[config.mk]
export PLATFORM = sky130hd
export DESIGN_NAME = alu_exec_unit
export DESIGN_NICKNAME = d
export VERILOG_FILES = /design/src/rtl/alu_exec_unit.sv
export SDC_FILE = /design/constraint.sdc
export NUM_CORES = 1
export LEC_CHECK = 0
export BUFFER_PORTS_ARGS = -buffer_cell sky130_fd_sc_hd__buf_2
export CELL_PAD_IN_SITES_DETAIL_PLACEMENT = 0
export CELL_PAD_IN_SITES_GLOBAL_PLACEMENT = 1
export CORE_MARGIN = 4
export CORE_UTILIZATION = 46
export CTS_BUF_LIST = sky130_fd_sc_hd__clkbuf_4
export DETAILED_ROUTE_END_ITERATION = 12
export GPL_TIMING_DRIVEN = 0
export PLACE_DENSITY = 0.88
export SLEW_MARGIN = 15
export SYNTH_ARGS = -nofsm -noshare
export SYNTH_HDL_FRONTEND = slang
export SYNTH_SLANG_ARGS = --single-unit
[constraint.sdc]
create_clock -name clk -period 7.4 [get_ports clk]
set_clock_uncertainty 0.2 [all_clocks]
set_input_delay 1.48 -clock clk [delete_from_list [all_inputs] [get_ports clk]]
set_output_delay 1.48 -clock clk [all_outputs]
set_load 0.02 [all_outputs]
[src/rtl/alu_exec_unit.sv]
// ALU execution stage: single-cycle RV32I ops plus an iterative RV32M multiplier feeding the ALU CDB.
// Define ALU_DIV_EN to build the iterative divider for DIV/DIVU/REM/REMU; otherwise those ops return 0.
module alu_exec_unit #(
  parameter int DATA_W = 32,
  parameter int TAG_W  = 4,
  parameter int OP_W   = 6,
  parameter int ITER   = 32
) (
  input  logic              clk,
  input  logic              rst,
  input  logic              rdy,
  input  logic              clear,
  input  logic              ALU_valid,
  input  logic [OP_W-1:0]   ALU_op,
  input  logic [DATA_W-1:0] ALU_reg1,
  input  logic [DATA_W-1:0] ALU_reg2,
  input  logic [DATA_W-1:0] ALU_imm,
  input  logic [DATA_W-1:0] ALU_pc,
  input  logic [TAG_W-1:0]  ALU_reg_des_rob,
  output logic              ALU_busy,
  output logic              ALU_cdb_valid,
  output logic [TAG_W-1:0]  ALU_cdb_tag,
  output logic [DATA_W-1:0] ALU_cdb_data
);

  // Op encodings mirror the OP_* values of cpu_define.v.
  localparam logic [OP_W-1:0] OP_ADD    = OP_W'(0);
  localparam logic [OP_W-1:0] OP_SUB    = OP_W'(1);
  localparam logic [OP_W-1:0] OP_SLL    = OP_W'(2);
  localparam logic [OP_W-1:0] OP_SLT    = OP_W'(3);
  localparam logic [OP_W-1:0] OP_SLTU   = OP_W'(4);
  localparam logic [OP_W-1:0] OP_XOR    = OP_W'(5);
  localparam logic [OP_W-1:0] OP_SRL    = OP_W'(6);
  localparam logic [OP_W-1:0] OP_SRA    = OP_W'(7);
  localparam logic [OP_W-1:0] OP_OR     = OP_W'(8);
  localparam logic [OP_W-1:0] OP_AND    = OP_W'(9);
  localparam logic [OP_W-1:0] OP_ADDI   = OP_W'(10);
  localparam logic [OP_W-1:0] OP_SLLI   = OP_W'(11);
  localparam logic [OP_W-1:0] OP_SLTI   = OP_W'(12);
  localparam logic [OP_W-1:0] OP_SLTIU  = OP_W'(13);
  localparam logic [OP_W-1:0] OP_XORI   = OP_W'(14);
  localparam logic [OP_W-1:0] OP_SRLI   = OP_W'(15);
  localparam logic [OP_W-1:0] OP_SRAI   = OP_W'(16);
  localparam logic [OP_W-1:0] OP_ORI    = OP_W'(17);
  localparam logic [OP_W-1:0] OP_ANDI   = OP_W'(18);
  localparam logic [OP_W-1:0] OP_LUI    = OP_W'(19);
  localparam logic [OP_W-1:0] OP_AUIPC  = OP_W'(20);
  localparam logic [OP_W-1:0] OP_MUL    = OP_W'(21);
  localparam logic [OP_W-1:0] OP_MULH   = OP_W'(22);
  localparam logic [OP_W-1:0] OP_MULHSU = OP_W'(23);
  localparam logic [OP_W-1:0] OP_MULHU  = OP_W'(24);
  localparam logic [OP_W-1:0] OP_DIV    = OP_W'(25);
  localparam logic [OP_W-1:0] OP_DIVU   = OP_W'(26);
  localparam logic [OP_W-1:0] OP_REM    = OP_W'(27);
  localparam logic [OP_W-1:0] OP_REMU   = OP_W'(28);

  localparam int CW = (ITER > 1) ? $clog2(ITER) : 1;

  typedef enum logic [1:0] {
    S_IDLE,
    S_MUL,
`ifdef ALU_DIV_EN
    S_DIV,
`endif
    S_DONE
  } state_t;

  state_t            state_q;
  logic [CW-1:0]     cnt_q;
  logic [DATA_W-1:0] hi_q, lo_q, b_q;
  logic [OP_W-1:0]   op_q;
  logic [TAG_W-1:0]  tag_q;
  logic              qneg_q;
`ifdef ALU_DIV_EN
  logic              rneg_q, dz_q;
`endif
  logic              cdb_valid_q;
  logic [TAG_W-1:0]  cdb_tag_q;
  logic [DATA_W-1:0] cdb_data_q;

  logic              is_multi, is_div, sa, sb;
  logic [DATA_W-1:0] mag_a, mag_b, op2, alu_res, final_res;
  logic [DATA_W:0]   mul_sum;
  logic [DATA_W-1:0] mul_hi_d, mul_lo_d;
  logic [2*DATA_W-1:0] prod_s;
`ifdef ALU_DIV_EN
  logic [DATA_W:0]   div_sh, div_diff;
  logic [DATA_W-1:0] div_hi_d, div_lo_d;
`endif

  always_comb begin
    is_multi = 1'b0;
    is_div   = 1'b0;
    sa       = 1'b0;
    sb       = 1'b0;
    case (ALU_op)
      OP_MUL, OP_MULHU: is_multi = 1'b1;
      OP_MULH: begin
        is_multi = 1'b1;
        sa       = ALU_reg1[DATA_W-1];
        sb       = ALU_reg2[DATA_W-1];
      end
      OP_MULHSU: begin
        is_multi = 1'b1;
        sa       = ALU_reg1[DATA_W-1];
      end
`ifdef ALU_DIV_EN
      OP_DIVU, OP_REMU: begin
        is_multi = 1'b1;
        is_div   = 1'b1;
      end
      OP_DIV, OP_REM: begin
        is_multi = 1'b1;
        is_div   = 1'b1;
        sa       = ALU_reg1[DATA_W-1];
        sb       = ALU_reg2[DATA_W-1];
      end
`endif
      default: ;
    endcase
    mag_a = sa ? (~ALU_reg1 + 1'b1) : ALU_reg1;
    mag_b = sb ? (~ALU_reg2 + 1'b1) : ALU_reg2;
  end

  assign ALU_busy = (state_q != S_IDLE) | (ALU_valid & is_multi);

  always_comb begin
    op2 = ALU_reg2;
    case (ALU_op)
      OP_ADDI, OP_SLLI, OP_SLTI, OP_SLTIU, OP_XORI,
      OP_SRLI, OP_SRAI, OP_ORI, OP_ANDI, OP_LUI, OP_AUIPC: op2 = ALU_imm;
      default: ;
    endcase
    alu_res = '0;
    case (ALU_op)
      OP_ADD, OP_ADDI:   alu_res = ALU_reg1 + op2;
      OP_SUB:            alu_res = ALU_reg1 - op2;
      OP_SLL, OP_SLLI:   alu_res = ALU_reg1 << op2[4:0];
      OP_SLT, OP_SLTI:   alu_res = {{(DATA_W-1){1'b0}}, $signed(ALU_reg1) < $signed(op2)};
      OP_SLTU, OP_SLTIU: alu_res = {{(DATA_W-1){1'b0}}, ALU_reg1 < op2};
      OP_XOR, OP_XORI:   alu_res = ALU_reg1 ^ op2;
      OP_SRL, OP_SRLI:   alu_res = ALU_reg1 >> op2[4:0];
      OP_SRA, OP_SRAI:   alu_res = $unsigned($signed(ALU_reg1) >>> op2[4:0]);
      OP_OR, OP_ORI:     alu_res = ALU_reg1 | op2;
      OP_AND, OP_ANDI:   alu_res = ALU_reg1 & op2;
      OP_LUI:            alu_res = op2;
      OP_AUIPC:          alu_res = ALU_pc + op2;
      OP_DIV, OP_DIVU, OP_REM, OP_REMU: alu_res = '0;
      default:           alu_res = '0;
    endcase
  end

  // Shift-add step on {hi,lo}: multiplier consumed from lo[0], product bits shift in from the top.
  always_comb begin
    mul_sum  = {1'b0, hi_q} + (lo_q[0] ? {1'b0, b_q} : '0);
    mul_hi_d = mul_sum[DATA_W:1];
    mul_lo_d = {mul_sum[0], lo_q[DATA_W-1:1]};
  end

`ifdef ALU_DIV_EN
  // Restoring step: hi is the partial remainder, lo shifts dividend bits out and quotient bits in.
  always_comb begin
    div_sh   = {hi_q, lo_q[DATA_W-1]};
    div_diff = div_sh - {1'b0, b_q};
    if (!div_diff[DATA_W]) begin
      div_hi_d = div_diff[DATA_W-1:0];
      div_lo_d = {lo_q[DATA_W-2:0], 1'b1};
    end else begin
      div_hi_d = div_sh[DATA_W-1:0];
      div_lo_d = {lo_q[DATA_W-2:0], 1'b0};
    end
  end
`endif

  always_comb begin
    prod_s    = qneg_q ? (~{hi_q, lo_q} + 1'b1) : {hi_q, lo_q};
    final_res = prod_s[DATA_W-1:0];
    case (op_q)
      OP_MULH, OP_MULHSU, OP_MULHU: final_res = prod_s[2*DATA_W-1:DATA_W];
`ifdef ALU_DIV_EN
      OP_DIV, OP_DIVU: final_res = dz_q ? '1 : (qneg_q ? (~lo_q + 1'b1) : lo_q);
      OP_REM, OP_REMU: final_res = rneg_q ? (~hi_q + 1'b1) : hi_q;
`endif
      default: ;
    endcase
  end

  always_ff @(posedge clk or posedge rst) begin
    if (rst) begin
      state_q     <= S_IDLE;
      cnt_q       <= '0;
      hi_q        <= '0;
      lo_q        <= '0;
      b_q         <= '0;
      op_q        <= '0;
      tag_q       <= '0;
      qneg_q      <= 1'b0;
`ifdef ALU_DIV_EN
      rneg_q      <= 1'b0;
      dz_q        <= 1'b0;
`endif
      cdb_valid_q <= 1'b0;
      cdb_tag_q   <= '0;
      cdb_data_q  <= '0;
    end else if (rdy) begin
      if (clear) begin
        state_q     <= S_IDLE;
        cnt_q       <= '0;
        cdb_valid_q <= 1'b0;
      end else begin
        case (state_q)
          S_IDLE: begin
            cdb_valid_q <= 1'b0;
            if (ALU_valid) begin
              if (is_multi) begin
                hi_q   <= '0;
                op_q   <= ALU_op;
                tag_q  <= ALU_reg_des_rob;
                qneg_q <= sa ^ sb;
                cnt_q  <= '0;
`ifdef ALU_DIV_EN
                rneg_q <= sa;
                dz_q   <= (ALU_reg2 == '0);
                if (is_div) begin
                  lo_q    <= mag_a;
                  b_q     <= mag_b;
                  state_q <= S_DIV;
                end else
`endif
                begin
                  lo_q    <= mag_b;
                  b_q     <= mag_a;
                  state_q <= is_div ? S_DONE : S_MUL;
                end
              end else begin
                cdb_valid_q <= 1'b1;
                cdb_tag_q   <= ALU_reg_des_rob;
                cdb_data_q  <= alu_res;
              end
            end
          end
          S_MUL: begin
            hi_q  <= mul_hi_d;
            lo_q  <= mul_lo_d;
            cnt_q <= cnt_q + 1'b1;
            if (cnt_q == CW'(ITER - 1)) begin
              cnt_q   <= '0;
              state_q <= S_DONE;
            end
          end
`ifdef ALU_DIV_EN
          S_DIV: begin
            hi_q  <= div_hi_d;
            lo_q  <= div_lo_d;
            cnt_q <= cnt_q + 1'b1;
            if (cnt_q == CW'(ITER - 1)) begin
              cnt_q   <= '0;
              state_q <= S_DONE;
            end
          end
`endif
          S_DONE: begin
            cdb_valid_q <= 1'b1;
            cdb_tag_q   <= tag_q;
            cdb_data_q  <= final_res;
            state_q     <= S_IDLE;
          end
          default: state_q <= S_IDLE;
        endcase
      end
    end
  end

  assign ALU_cdb_valid = cdb_valid_q;
  assign ALU_cdb_tag   = cdb_tag_q;
  assign ALU_cdb_data  = cdb_data_q;

endmodule

==> results.json <==
{
  "initial_core_util_pct": 46.47,
  "crit_slowest_cell": "mux2i_1",
  "final_common_cell": "nor2_1",
  "avgSynthCellArea_um2": 7.394,
  "cts_hold_buf": 0,
  "relSlewSlack_pct": 16.54,
  "worstRegToRegCells": 13,
  "clockRootBuffer": "clkbuf_4",
  "die-area_um2": 49330,
  "fin_cells": 3671,
  "dp.cells": 3635,
  "fmax_ghz": 0.1354,
  "r2r_end": "ALU_cdb_data[15]",
  "insertion_delay_ps": 640,
  "fin_crit_sh_pct": 99.84,
  "gp_congestion": 1.160,
  "dp_slack_ps": -974.1,
  "hp-start": "cnt_q[3]",
  "status": "finished, final reports clean",
  "vias_per_cell": 6.948,
  "timing.setup.critical_path_class": "in2reg",
  "layout_common_cells": "293 x nor2_1, 270 x nand2_1, 267 x a21oi_1, 200 x buf_2, 175 x o21ai_0",
  "yosys_most_used_dff": "dfrtp_1",
  "portBuffers": 179,
  "cts_made_buffers": 17,
  "die_height_um": 222.1,
  "p_sw_mw": 2.758,
  "final_design_area_no_fill_um2": 23180,
  "post_drt_wl_per_cell_um": 32.43,
  "drc": 0,
  "tightest_slew_ps": 1240,
  "clock-sinks": 151,
  "cap_violations": 0,
  "place_area_um2": 22810,
  "syn_area_um2": 21090,
  "drive_gt1_share_pct": 11.54,
  "syn2layout_area_growth_pct": 9.933,
  "ant_nets": 0,
  "p_leak_nw": 10.32,
  "cts_tree": "yes",
  "antenna_found_initial": 6,
  "ioPinCount": 181,
  "endpoint_kind": "flip-flop",
  "p_sw_share_pct": 54.37,
  "clk_pin_slew_worst_paths_ps": 170,
  "die_w_um": 222.1,
  "synth_fp_nets": 3154,
  "drv_slew": 0,
  "first_pass_iters": 7,
  "nets": 3356,
  "min_path_type": "reg2reg",
  "crit_arrival_ps": 7720,
  "finalHoldViolCount": 0,
  "cp_cell_sequence": "buf_2 -> buf_2 -> nand2b_1 -> o32ai_1 -> buf_6 -> mux2i_1 -> inv_2 -> buf_2 -> buf_4 -> buf_2 -> buf_2 -> xnor2_1 -> ha_1 -> o21ba_2 -> nor4_1 -> o2111a_1 -> o31a_2 -> a41oi_2 -> o31ai_2 -> mux2i_1 -> o221ai_1 -> a221o_1",
  "min_to": "cnt_q[3]",
  "critPathMaxStageDelay_ps": 750,
  "comb_power_share_pct": 57.7,
  "grt_max_degree": 83,
  "synth_cell_types": 100,
  "ys_seq_elements": 151,
  "wl_mm": 119.0,
  "row_count": 78,
  "setup_ws_ps": 12.07,
  "reg2reg_setup_slack_ps": 2050,
  "grt_remaining_overflow": 0,
  "grt_pass1_vias": 24013,
  "setup-violations-final": 0,
  "first_iter_violations": 3586,
  "power.share.sequential_pct": 30.4,
  "synth_edf_count": 0,
  "vdd_ir_drop_max_v": 0.0001850,
  "synth.area.top_cells": "dfrtp_1 18%, ha_1 9.4%, mux2i_1 8.0%",
  "post-dp-hpwl_mm": 96.07,
  "clockBufferDepth": 2,
  "via_count": 25507,
  "synth_top_area_cell": "dfrtp_1",
  "hold_path_depth": 1,
  "rsz0062_at_grt": "false",
  "p_clk_share_pct": 11.9,
  "cpMostUsedCell": "buf_2",
  "cts-htree-levels": 4,
  "min_period_ps": 7388,
  "core_um2": 45380,
  "syn_inst": 2852,
  "critical_path_required_ps": 7730,
  "startpoint_type": "primary input",
  "powerDensity_nw_per_um2": 218.9,
  "crit_path_max_fanout": 17,
  "grt_pass1_wl_mm": 168.5,
  "synthArstFlopShare_pct": 100.0,
  "yosysSeqAreaShare_pct": 17.92,
  "reg2reg_from": "lo_q[0]",
  "p_total_mw": 5.073,
  "yosys_warnings": 0,
  "grt_usage_pct": 45.94,
  "p_int_mw": 2.315,
  "synth_top_area_share_pct": 17.92
}
==> worst max-delay path, delay by kind of cell <==
family                   cells  cell delay (ps)
AO/OA/AOI/OAI                8             2560
buffers and inverters        8             1770
multiplexers                 2             1050
AND/OR/NAND/NOR              2              470
XOR/XNOR                     1              200
adder cells (fa/ha/maj)      1              160
==> registers in the layout, indices dropped and copies added, names as in the netlist <==
signal and flops:
lo_q 32, hi_q 32, b_q 32, op_q 6
state_q 2, cnt_q 5, ALU_cdb_tag 4, tag_q 4
ALU_cdb_valid 1, ALU_cdb_data 32, qneg_q 1
==> cells by family (layout without fill, tap and decap cells) <==
family	count (synthesis)	after routing	share of synthesized area, %
buffers and inverters	317	532	5.839
adder cells (fa/ha/maj)	161	161	9.571
other	0	4	0
XOR/XNOR	154	154	6.396
AO/OA/AOI/OAI	929	929	28.55
flip-flops	151	151	17.92
AND/OR/NAND/NOR	913	913	20.38
multiplexers	227	227	11.35
==> through the flow <==
step | util (%) | TNS, ps | hold slack (ps)
floorplan | - | 0 | 237.0
global placement | 50.09 | -19170 | 257.2
detailed placement | 50.26 | -8064 | 264.8
CTS | 50.95 | 0 | 292.9
global route | 51.07 | 0 | 322.3
finish | 51.08 | 0 | 297.6
==> routing by layer <==
layer  global-route usage (%)  vias up  wire length (um)
met1                    55.61    12213             43070
li1                         -    10895                 -
met4                    35.63        2             12140
met2                    69.60     1905             50220
met5                        0        -                13
met3                    11.73      492             13600
==> worst max-delay path by stage <==
| stage | from | to | slack [ps] | cells past startpoint |
|---|---|---|---|---|
| final | ALU_op[5] | ALU_cdb_data[30] | 10 | 22 |
| after global routing | ALU_op[5] | ALU_cdb_data[26] | 20 | 22 |
| after CTS | ALU_op[5] | ALU_cdb_data[25] | 50 | 17 |
| after detailed placement | ALU_op[5] | ALU_cdb_data[18] | -970 | 22 |
| after global placement | ALU_op[5] | ALU_cdb_data[18] | -890 | 22 |
| after floorplan | ALU_op[5] | ALU_cdb_data[30] | 950 | 21 |
==> power groups by stage <==
stage	Sequential, mW	Clock, mW	Combinational, mW
CTS	1.50	0.594	2.80
finish	1.54	0.605	2.93
detailed placement	1.51	0	2.79
global route	1.55	0.632	3.11
floorplan	1.36	0	1.86
global placement	1.51	0	2.73
==> Yosys cell counts (6+ instances only) <==
cell type	number
nand2_1	270
nand2b_1	21
a22o_1	31
nor3_1	50
o21ai_0	176
nand3b_1	7
a31oi_1	42
mux2i_1	169
nand4_1	14
o221ai_1	29
buf_2	21
a22oi_1	25
nor3b_1	7
inv_1	117
buf_1	15
xor2_1	55
o21ai_1	30
o21a_1	13
ha_1	158
or2_2	11
or3_1	29
xnor2_1	99
o41ai_1	13
nor2_1	293
clkbuf_1	156
o211ai_1	25
dfrtp_1	151
or4_1	20
and2_1	45
a21oi_1	267
nor4_1	24
a221oi_1	29
a21o_1	37
o31ai_1	35
o311ai_0	6
and3_1	16
a211oi_1	31
mux2_2	53
a2111oi_0	15
o22ai_1	23
nor2b_1	20
a32oi_1	11
o21bai_1	25
nand3_1	59
==> cell type report <==
class,instances,area [um2]
Timing Repair Buffer,184,957.2
Sequential cell,151,3779
Tap cell,600,750.7
Antenna cell,4,10.01
Fill cell,4567,22200
Buffer,194,774.5
Clock inverter,15,180.2
Clock buffer,17,127.6
Inverter,122,465.4
Multi-Input combinational cell,2384,16140
==> what timing repair did <==
action	4_1_cts	5_1_grt
setup buffers	0	0
gates resized for setup	3	13
setup endpoints to repair	5	9
gates cloned	0	0
(Power assumes the default switching activity.)
